`config.mk`:
```
export PLATFORM = sky130hd
export DESIGN_NAME = nonblocking_predict
export DESIGN_NICKNAME = d
export VERILOG_FILES = /design/src/rtl/nonblocking_pkg.sv /design/src/rtl/nonblocking_predict.sv
export SDC_FILE = /design/constraint.sdc
export NUM_CORES = 1
export LEC_CHECK = 0
export ABC_AREA = 0
export BUFFER_PORTS_ARGS = -buffer_cell sky130_fd_sc_hd__buf_2
export CORE_ASPECT_RATIO = 1.75
export CORE_MARGIN = 10
export CORE_UTILIZATION = 25
export DETAILED_ROUTE_END_ITERATION = 12
export SETUP_SLACK_MARGIN = 0.4
export SLEW_MARGIN = 20
export SYNTH_ARGS = -nofsm -noshare
export SYNTH_HDL_FRONTEND = slang
export SYNTH_SLANG_ARGS = --single-unit
```
`constraint.sdc`:
```
create_clock -name vclk -period 3.65
set_input_delay 0.365 -clock vclk [all_inputs]
set_output_delay 0.365 -clock vclk [all_outputs]
set_load 0.02 [all_outputs]
```
`src/rtl/nonblocking_pkg.sv`:
```
`default_nettype none
// ============================================================================
//  Module   : nonblocking_pkg
//  Purpose  : Shared definitions for the four-register non-blocking update
//             datapath: checker state encoding, field indices of the
//             mismatch vector and the default recurrence constants (also
//             used by the producer).
//  Revision : 1.0  initial release
// ============================================================================
package nonblocking_pkg;

    // Checker state encoding
    typedef enum logic [1:0] {
        IDLE  = 2'd0,
        PRIME = 2'd1,
        CHECK = 2'd2,
        FAIL  = 2'd3
    } state_t;

    // Bit positions inside the mismatch vector, {d,c,b,a}
    localparam int FLD_A = 0;
    localparam int FLD_B = 1;
    localparam int FLD_C = 2;
    localparam int FLD_D = 3;

    // Recurrence constants shared with the producer
    localparam int DEF_A_SUB = 3;
    localparam int DEF_B_ADD = 10;
    localparam int DEF_C_INC = 1;

endpackage
`default_nettype wire

```
`src/rtl/nonblocking_predict.sv`:
```
`default_nettype none
// ============================================================================
//  Module   : nonblocking_predict
//  Purpose  : Combinational next-sample prediction for the four-register
//             non-blocking update recurrence (all arithmetic mod 2^WIDTH):
//               exp_a = prev_b + prev_c
//               exp_b = prev_d + B_ADD
//               exp_c = prev_c + C_INC
//               exp_d = prev_a - A_SUB
//  Ports    : i_prev_a..i_prev_d  in  WIDTH  previous sample
//             o_exp_a..o_exp_d    out WIDTH  predicted next sample
//  Revision : 1.0  initial release
// ============================================================================
module nonblocking_predict
    import nonblocking_pkg::*;
#(
    parameter int WIDTH = 32,
    parameter int A_SUB = DEF_A_SUB,
    parameter int B_ADD = DEF_B_ADD,
    parameter int C_INC = DEF_C_INC
) (
    input  logic [WIDTH-1:0] i_prev_a,
    input  logic [WIDTH-1:0] i_prev_b,
    input  logic [WIDTH-1:0] i_prev_c,
    input  logic [WIDTH-1:0] i_prev_d,
    output logic [WIDTH-1:0] o_exp_a,
    output logic [WIDTH-1:0] o_exp_b,
    output logic [WIDTH-1:0] o_exp_c,
    output logic [WIDTH-1:0] o_exp_d
);

    // Constants truncated to the datapath width so every sum wraps naturally
    localparam logic [WIDTH-1:0] C_A_SUB = WIDTH'(A_SUB);
    localparam logic [WIDTH-1:0] C_B_ADD = WIDTH'(B_ADD);
    localparam logic [WIDTH-1:0] C_C_INC = WIDTH'(C_INC);

    assign o_exp_a = i_prev_b + i_prev_c;
    assign o_exp_b = i_prev_d + C_B_ADD;
    assign o_exp_c = i_prev_c + C_C_INC;
    assign o_exp_d = i_prev_a - C_A_SUB;

endmodule
`default_nettype wire

```
# Word level (Yosys, flattened, before mapping)
# Cells that the tools add are included.
# word_totals
regBits	0
latchBits	0
mem_bits_rw	0
mem_bits_ro	0
input_bits	128
output_inout_bits	128
elab_cells	4
mem_count	0
# op_classes
addsub	4
n_mul	0
n_div	0
magnitude_cmp	0
n_eq_ne	0
shifts	0
muxes	0
bitwise_logic	0
n_reduce_logical	0
# op_table
cell	count
32-bit by 1-bit adder with 32-bit output, second input constant	1
32-bit adder	1
32-bit by 4-bit adder with 32-bit output, second input constant	1
32-bit by 2-bit subtractor with 32-bit output, second input constant	1

# Logic depth before layout (Yosys ltp)
# depth
word_depth	1
depth_mapped	8
depth_no_buf	8

# Worst setup path after synthesis
# Ideal clock, no wire load.
# synth_timing
kind	input to output
startpoint	input i_prev_a[4]
endpoint	output o_exp_d[30]
t_arrival_ps	2822
required_time_ps	3285
setup_slack_ps	463
stages	7
path_buffers	1
path_cell_list	or4_4 -> or3_1 -> or3_4 -> or4b_4 -> buf_6 -> or3b_4 -> xnor2_2
# synth_between
elab_chain_len	1
# synth_rtl
element	line_no	source
start: declaration	nonblocking_predict.sv:22	input logic [WIDTH-1:0] i_prev_a,
32-bit by 2-bit subtractor with 32-bit output	nonblocking_predict.sv:40	assign o_exp_d = i_prev_a - C_A_SUB;
end: declaration	nonblocking_predict.sv:29	output logic [WIDTH-1:0] o_exp_d
# Every way passes these cells.

# Worst setup path in the final report
# Same ends and word-level chain as after synthesis.

==> results.json <==
{
  "status": "finished clean",
  "critPathSlowestCell": "or4b_4",
  "rows": 56,
  "grt_max_degree": 12,
  "syn_avg_cell_area_um2": 6.716,
  "setup_ws_ns": 0.3608,
  "setup_tns_ns": 0,
  "worstSetupPathType": "in -> out",
  "overflow": 0,
  "cp-start-kind": "input pin",
  "path_cells": "buf_8 -> or4_4 -> or3_4 -> or3_4 -> or4b_4 -> or3b_4 -> xnor2_2 -> buf_4",
  "regArea_um2": 0,
  "antenna_cells": 0,
  "drive_gt1_share_pct": 35.95,
  "drt-total-wl_mm": 15.04,
  "ctsHoldBuffers": 0,
  "synth_top_area_cell": "xnor2_1",
  "final_cells": 925,
  "drc_errors": 0,
  "powerDensity_nw_per_um2": 180.5,
  "vias": 4597,
  "pre_cts_ws_ns": 0.3119,
  "hold_slack_ns": 0.7300,
  "final-hold-violation-count": 0,
  "die_x_um": 107.9,
  "numSequentialCells": 0,
  "drt_pass1_iterations": 4,
  "clock.fmax_ghz": 0.3040,
  "grt_pass1_wl_mm": 23.27,
  "wl_per_cell_um": 16.26,
  "finalCriticalPeriod_ns": 3.289,
  "setup_viol": 0,
  "die_h_um": 173.8,
  "grtUsageTotal_pct": 14.67,
  "synth.area.top_cells": "xnor2_1, ha_1, xor2_1",
  "gp_congestion": 0.8937,
  "rsz0062_at_grt": "yes",
  "cp_common_cell": "or3_4",
  "postRouteAntennaNets": 0,
  "yosysSeqAreaShare_pct": 0,
  "placed_cell_area_um2": 4830,
  "cp_max_fo": 7,
  "worstMarginPinSlew_ns": 0.6408,
  "coreArea_um2": 13310,
  "worstPathArrival_ns": 2.92,
  "power_uw": 882.7,
  "worstSetupEndpointType": "output port",
  "period_share_pct": 90.11,
  "antenna_found_initial": 1,
  "ir_worst_vdd_uv": 82.58,
  "syn-cell-area_um2": 3378,
  "maxCapViolCount": 0,
  "post-route-util_pct": 36.74,
  "slew_headroom_pct": 56.18,
  "design_area_um2": 4891,
  "critPathMaxStageDelay_ns": 0.55,
  "placed_cells": 921,
  "port_buffers": 254,
  "yosys_warnings": 0,
  "nNetsFinal": 916,
  "syn2layout_area_growth_pct": 44.78,
  "syn_nets": 666,
  "drtIter0Drc": 159,
  "report.final.slew_viol_count": 0,
  "initial_core_util_pct": 25.38,
  "p_leak_nw": 2.335,
  "grt_pass1_vias": 4787,
  "num_io_pins": 256,
  "yosysTopAreaCellShare_pct": 19.19,
  "hold_path.class": "in -> out",
  "design.die.area_um2": 18750,
  "syn_inst": 503,
  "nClkBuffers": 0,
  "synth.distinct_cells": 56,
  "critPathRequiredTime_ns": 3.28,
  "place_hpwl_mm": 13.63,
  "viasPerCell": 4.970
}
==> what timing repair did <==
action / 4_1_cts / 5_1_grt
buffers inserted: 0 / 4
gates resized for setup: 2 / 6
endpoints found under the setup margin: 3 / 5
==> routing by layer <==
layer  GRT usage, %  vias up  wire length (um)
li1               -     2330                 -
met1          13.66     2078              5141
met2          29.88      165              8475
met3          3.686       24              1069
met4          3.188        0               352
met5              0        -                 0
==> final timing paths <==
path	end	slack, ns	startpoint	depth (start not counted)
hold / removal	o_exp_b[0]	0.73	i_prev_d[0]	0
setup / recovery	o_exp_d[30]	0.36	i_prev_a[4]	8
==> cell usage in the layout, fill, tap and decap left out, types with 5 or more instances in the layout <==
master | synthesis | routed
a21o_1 | 11 | 11
a21oi_1 | 36 | 36
and3_1 | 13 | 13
and4_1 | 5 | 5
buf_2 | 0 | 251
buf_4 | 1 | 8
ha_1 | 34 | 34
inv_1 | 10 | 10
nand2_1 | 61 | 61
nand3_1 | 19 | 19
nand4_1 | 18 | 18
nor2_1 | 52 | 52
nor3_1 | 12 | 12
o21a_1 | 5 | 5
o21ai_0 | 24 | 23
or3_1 | 8 | 7
xnor2_1 | 74 | 74
xor2_1 | 42 | 42
==> layout make-up <==
cell class	count	area [um^2]
fill	1571	8422
inverter	10	37.54
multi-input combinational	480	3293
tap	174	217.7
timing repair buffer	261	1343
==> critical path, delay by kind of cell <==
| kind | cells | cell delay [ns] |
|---|---|---|
| XOR/XNOR | 1 | 0.14 |
| buffers and inverters | 2 | 0.26 |
| AND/OR/NAND/NOR | 5 | 2.18 |
==> synth_stat cells (all sizes together), types with 4 or more instances <==
cell	count
a21o	11
a21oi	36
and3	13
and4	5
clkbuf	11
ha	34
inv	10
nand2	61
nand3	19
nand4	18
nor2	52
nor2b	4
nor3	12
nor4	6
o211ai	4
o21a	5
o21ai	24
o21bai	4
or3	9
or4	4
xnor2	75
xor2	42
==> kinds of logic (layout without fill, tap and decap cells) <==
group / count (synthesis) / after routing / synth area share [%]
compound gates: 111 / 111 / 20.89
fa+ha+maj: 35 / 35 / 13.19
simple gates: 216 / 216 / 32.19
mux: 1 / 1 / 0.2963
buf+inv: 23 / 271 / 2.889
xor+xnor: 117 / 117 / 30.56
==> power breakdown <==
part           internal [mW]  leakage [nW]  switching [mW]
Clock                      0             0               0
Combinational          0.328          2.33           0.555
Sequential                 0             0               0
Note: power is estimated with default switching activity, not from simulation.
